File: src/rtl/fifo_pkg.sv
// Shared constants for the write/read FIFO pointer controllers.
package fifo_pkg;

    localparam int unsigned ADDR_W   = 4;
    localparam int unsigned PTR_W    = ADDR_W + 1;
    localparam int unsigned DEPTH    = 2 ** ADDR_W;
    localparam int unsigned AFULL_TH = 12;

endpackage

File: src/rtl/w_ctrl_if.sv
// Write-side FIFO control bundle: producer handshake, pointer exchange and status flags.
interface w_ctrl_if #(
    parameter int unsigned ADDR_W = fifo_pkg::ADDR_W
);

    logic              w_en;
    logic [ADDR_W:0]   r_gaddr;
    logic              w_full;
    logic              w_afull;
    logic              w_overflow;
    logic [ADDR_W:0]   w_level;
    logic [ADDR_W:0]   w_addr;
    logic [ADDR_W:0]   w_gaddr;
    logic              ram_we;

    modport master (
        output w_en,
        output r_gaddr,
        input  w_full,
        input  w_afull,
        input  w_overflow,
        input  w_level,
        input  w_addr,
        input  w_gaddr,
        input  ram_we
    );

    modport slave (
        input  w_en,
        input  r_gaddr,
        output w_full,
        output w_afull,
        output w_overflow,
        output w_level,
        output w_addr,
        output w_gaddr,
        output ram_we
    );

endinterface

File: src/rtl/gray2bin.sv
// Combinational Gray-to-binary converter, shared by the write and read controllers.
module gray2bin
    import fifo_pkg::*;
#(
    parameter int unsigned WIDTH = PTR_W
) (
    input  logic [WIDTH-1:0] gray,
    output logic [WIDTH-1:0] bin
);

    // Each binary bit is the XOR of all Gray bits at or above it.
    for (genvar i = 0; i < WIDTH; i++) begin : g_bit
        assign bin[i] = ^gray[WIDTH-1:i];
    end

endmodule

File: src/rtl/w_ctrl.sv
// Write-domain FIFO controller: binary/Gray write pointer, read-pointer synchronizer and flags.
module w_ctrl #(
    parameter int unsigned ADDR_W   = fifo_pkg::ADDR_W,
    parameter int unsigned AFULL_TH = fifo_pkg::AFULL_TH
) (
    input  logic    w_clk,
    input  logic    rst,
    w_ctrl_if.slave bus
);

    localparam int unsigned PTR_W = ADDR_W + 1;
    localparam logic [PTR_W-1:0] AfullLvl = PTR_W'(AFULL_TH);

    logic [PTR_W-1:0] addr_q;
    logic [PTR_W-1:0] gaddr_q;
    logic [PTR_W-1:0] d1_q;
    logic [PTR_W-1:0] d2_q;
    logic [PTR_W-1:0] level_q;
    logic             full_q;
    logic             afull_q;
    logic             ovf_q;

    logic             accept;
    logic [PTR_W-1:0] next;
    logic [PTR_W-1:0] gnext;
    logic [PTR_W-1:0] rbin_sync;
    logic [PTR_W-1:0] fill;
    logic [PTR_W-1:0] full_cmp;

    // Reset gating keeps the RAM strobe quiet while the pointers are held at zero.
    assign accept   = bus.w_en & ~full_q & ~rst;
    assign next     = addr_q + {{(PTR_W-1){1'b0}}, accept};
    assign gnext    = (next >> 1) ^ next;
    assign fill     = next - rbin_sync;
    // Full when the write pointer is one lap ahead: top two Gray bits inverted, rest equal.
    assign full_cmp = {~d2_q[PTR_W-1:PTR_W-2], d2_q[PTR_W-3:0]};

    gray2bin #(
        .WIDTH (PTR_W)
    ) u_gray2bin (
        .gray (d2_q),
        .bin  (rbin_sync)
    );

    always_ff @(posedge w_clk) begin
        if (rst) begin
            addr_q  <= '0;
            gaddr_q <= '0;
            d1_q    <= '0;
            d2_q    <= '0;
            level_q <= '0;
            full_q  <= 1'b0;
            afull_q <= 1'b0;
            ovf_q   <= 1'b0;
        end else begin
            d1_q    <= bus.r_gaddr;
            d2_q    <= d1_q;
            addr_q  <= next;
            gaddr_q <= gnext;
            full_q  <= (gnext == full_cmp);
            level_q <= fill;
            afull_q <= (fill >= AfullLvl);
            if (bus.w_en && full_q) begin
                ovf_q <= 1'b1;
            end
        end
    end

    assign bus.ram_we     = accept;
    assign bus.w_addr     = addr_q;
    assign bus.w_gaddr    = gaddr_q;
    assign bus.w_full     = full_q;
    assign bus.w_afull    = afull_q;
    assign bus.w_overflow = ovf_q;
    assign bus.w_level    = level_q;

endmodule

File: src/flat_wrapper.sv
// flat-port wrapper written by rule: the top's interface ports become plain ports
module w_ctrl_flat 
#(
    parameter int unsigned ADDR_W   = fifo_pkg::ADDR_W,
    parameter int unsigned AFULL_TH = fifo_pkg::AFULL_TH
)
  (w_clk, rst, bus_w_en, bus_r_gaddr, bus_w_full, bus_w_afull, bus_w_overflow, bus_w_level, bus_w_addr, bus_w_gaddr, bus_ram_we);
  w_ctrl_if #(.ADDR_W(ADDR_W)) bus_i ();
  input  logic w_clk;
  input  logic rst;
  input wire logic [$bits(bus_i.w_en)-1:0] bus_w_en;
  input wire logic [$bits(bus_i.r_gaddr)-1:0] bus_r_gaddr;
  output wire logic [$bits(bus_i.w_full)-1:0] bus_w_full;
  output wire logic [$bits(bus_i.w_afull)-1:0] bus_w_afull;
  output wire logic [$bits(bus_i.w_overflow)-1:0] bus_w_overflow;
  output wire logic [$bits(bus_i.w_level)-1:0] bus_w_level;
  output wire logic [$bits(bus_i.w_addr)-1:0] bus_w_addr;
  output wire logic [$bits(bus_i.w_gaddr)-1:0] bus_w_gaddr;
  output wire logic [$bits(bus_i.ram_we)-1:0] bus_ram_we;
  assign bus_i.w_en = bus_w_en;
  assign bus_i.r_gaddr = bus_r_gaddr;
  assign bus_w_full = bus_i.w_full;
  assign bus_w_afull = bus_i.w_afull;
  assign bus_w_overflow = bus_i.w_overflow;
  assign bus_w_level = bus_i.w_level;
  assign bus_w_addr = bus_i.w_addr;
  assign bus_w_gaddr = bus_i.w_gaddr;
  assign bus_ram_we = bus_i.ram_we;
  w_ctrl #(.ADDR_W(ADDR_W), .AFULL_TH(AFULL_TH)) u_core (.w_clk(w_clk), .rst(rst), .bus(bus_i));
endmodule
File: config.mk
export PLATFORM = sky130hd
export DESIGN_NAME = w_ctrl_flat
export DESIGN_NICKNAME = d
export VERILOG_FILES = /design/src/rtl/fifo_pkg.sv /design/src/rtl/w_ctrl_if.sv /design/src/rtl/gray2bin.sv /design/src/rtl/w_ctrl.sv /design/src/flat_wrapper.sv
export SDC_FILE = /design/constraint.sdc
export NUM_CORES = 1
export LEC_CHECK = 0
export BUFFER_PORTS_ARGS = -buffer_cell sky130_fd_sc_hd__buf_2
export CORE_MARGIN = 2
export CORE_UTILIZATION = 50
export CTS_BUF_LIST = sky130_fd_sc_hd__clkbuf_4 sky130_fd_sc_hd__clkbuf_8 sky130_fd_sc_hd__clkbuf_16
export DETAILED_ROUTE_END_ITERATION = 6
export GPL_TIMING_DRIVEN = 0
export PLACE_DENSITY = 0.75
export SYNTH_ARGS = -nofsm -noshare
export SYNTH_HDL_FRONTEND = slang
export SYNTH_HIERARCHICAL = 1
export SYNTH_SLANG_ARGS = --single-unit
File: constraint.sdc
create_clock -name w_clk -period 7.7 [get_ports w_clk]
set_clock_uncertainty 0.15 [all_clocks]
set_input_delay 0.77 -clock w_clk [delete_from_list [all_inputs] [get_ports w_clk]]
set_output_delay 0.77 -clock w_clk [all_outputs]
set_load 0.02 [all_outputs]
==> impl_metrics.toml <==
[setup_path]
cp.arrival_ns = 3.58
end_kind = "flip-flop"
crit_required_ns = 7.75
r2r-start = "u_core/d2_q[4]"
critPathKind = "in2reg"
start_kind = "primary input"
setup.worst_path.start = "rst"
critPathMaxFanout = 10

[hold_path]
hp-start = "u_core/d1_q[0]"
hold_class = "reg2reg"

[place]
place_ws_ns = 3.78
globalplace.congestion = 0.697
dp_hpwl_um = 1420
portBuffers = 25
dpl.cell_count = 159

[sta]
slew-limit-headroom = 0.617
min_period_ns = 3.53
worst_slack_ns = 4.17
setup_viol = 0
fmax_ghz = 0.284
tightestPinTransition_ns = 0.572
rsz0062_at_grt = "false"
maxSlewViolCount = 0
post-route-period-util = 0.458
hold_viol = 0
fin_setup_tns_ns = 0

[yosys]
yosysTopAreaCell = "dfxtp_1"
synth_ff_type = "dfxtp_1"
ys_seq_elements = 27
syn_area_um2 = 1140
seq_area_frac_synth = 0.475
synth_edf_count = 0
yosysUniqueCellTypes = 25
yosys.area.top_type_share = 0.475
synth_area_leaders = "dfxtp_1 48%, xnor2_1 9.2%, ha_1 5.5%, nor2b_1 5.5%, nor2_1 4.6%"
async_flop_share = 0
yosysWarnings = 6
syn_inst = 106
syn-num-nets = 120
synth.avg_cell_area_um2 = 10.7

[detailed_routing]
initialDrtViolationCount = 10
detail-route-antenna-nets = 0
wl_per_cell_um = 11.5
routed_wirelength_um = 1880
dr.pass1.iters = 4
viasPerCell = 4.75
route.detailed.drc = 0
num_vias = 774

[clock_network]
clk_pin_slew_worst_paths_ns = 0.14
clkLatencyLatePin_ns = 0.32
cts_num_sinks = 27
cts_root_buffer = "clkbuf_4"
cts_buffers = 3
h-tree-depth = 1
cts_resized = 0
post-cts-setup-buffers = 0
cts_tree = "yes"
hold_buffers = 0
clockBufferDepth = 2

[finish]
drive_above_1_share = 0.267
final_cell_mix = "27 x dfxtp_1, 25 x buf_2, 14 x nor2_1"
n_antenna_cell = 0
syn2layout_area_growth_pct = 16.5
stdcell_count = 163
utilization = 0.605
nFillCells = 200
nNetsFinal = 150
mostFrequentLayoutCell = "dfxtp_1"

[floorplan]
dieArea_um2 = 2670
core_um2 = 2190
initial_core_util = 0.519
die_w_um = 51.7
pin_count = 27
chipHeight_um = 51.7
rows = 17

[run]
cap_violations = 0

[pwr]
vdd_drop_max_mv = 0.150
powerDensity_nw_per_um2 = 208
p_leak_uw = 0.000619
power_uw = 276

[global_route]
grtUsageTotal = 0.178
grt_antenna_before_repair = 0
grt_max_degree = 16
grt_pass1_vias = 780
gr-total-overflow = 0
grt_pass1_wl_um = 3380

[run_status]
status = "complete, no violations"
## report_power, final
| group | leakage [uW] | switching, uW | internal [uW] |
|---|---|---|---|
| logic | 0.000379 | 35.8 | 26.3 |
| registers | 0.000222 | 3.60 | 150 |
| clock network | 0.0000177 | 40.5 | 19.5 |
| total | 0.000619 | 79.8 | 196 |
## through the flow
stage | hold slack [ns] | area (um^2)
after floorplan | 0.264 | 1140
after global placement | 0.267 | 1300
after detailed placement | 0.281 | 1300
after CTS | 0.309 | 1330
after global routing | 0.325 | 1330
final | 0.307 | 1330
## per-layer routing
layer  vias up  global-route usage  wire length (um)
li1        385                   -                 -
met1       367               0.185               743
met2        20               0.333              1040
met3         2              0.0345                77
met4         0              0.0921                17
met5         -                   0                 0
## Yosys cell counts (2+ instances only)
| cell | n |
|---|---|
| clkbuf_1 | 3 |
| a21oi_1 | 2 |
| dfxtp_1 | 27 |
| xor2_1 | 6 |
| inv_1 | 8 |
| ha_1 | 5 |
| buf_4 | 2 |
| xnor2_1 | 12 |
| maj3_1 | 2 |
| nand3_1 | 2 |
| nor2b_1 | 10 |
| nor2_1 | 14 |
## critical path, cell delays in order
cell and delay, ns:
clkbuf_1 0.32, clkbuf_1 0.44, nor3b_1 0.13, ha_1 0.23
ha_1 0.34, inv_1 0.10, fa_1 0.44, maj3_1 0.35
o21bai_1 0.16, xnor2_1 0.16, o22ai_1 0.12
## flip-flops by register name (all words and copies together) (netlist names)
name / count
u_core/bus.w_addr: 5
u_core/bus.w_afull: 1
u_core/bus.w_full: 1
u_core/bus.w_gaddr: 4
u_core/bus.w_level: 5
u_core/bus.w_overflow: 1
u_core/d1_q: 5
u_core/d2_q: 5
## kinds of logic (layout without fill, tap and decap cells)
logic type / Yosys count / in the layout / share of synthesized area
flip-flops: 27 / 27 / 0.475
AO/OA/AOI/OAI: 5 / 5 / 0.0341
AND/OR/NAND/NOR: 31 / 31 / 0.140
buffers and inverters: 13 / 42 / 0.0495
XOR/XNOR: 22 / 22 / 0.211
adder cells (fa/ha/maj): 8 / 8 / 0.0902
## path summary, 6_finish.rpt
kind / endpoint / slack [ns] / cells after the start
setup / recovery: u_core/bus.w_afull / 4.17 / 11
hold / removal: u_core/d2_q[0] / 0.31 / 1
setup reg to reg: u_core/bus.w_afull / 4.88 / 8
hold reg to reg: u_core/d2_q[0] / 0.31 / 1
## area by class of cell
| type | count | area, um^2 | share of cell area |
|---|---|---|---|
| buffer | 5 | 26.3 | 0.0198 |
| clock buffer | 3 | 22.5 | 0.0170 |
| clock inverter | 1 | 5.00 | 0.00378 |
| inverter | 8 | 30.0 | 0.0227 |
| multi-input combinational | 66 | 541 | 0.408 |
| sequential | 27 | 541 | 0.408 |
| tap | 28 | 35.0 | 0.0264 |
| timing repair buffer | 25 | 125 | 0.0944 |
(Power assumes the default switching activity.)
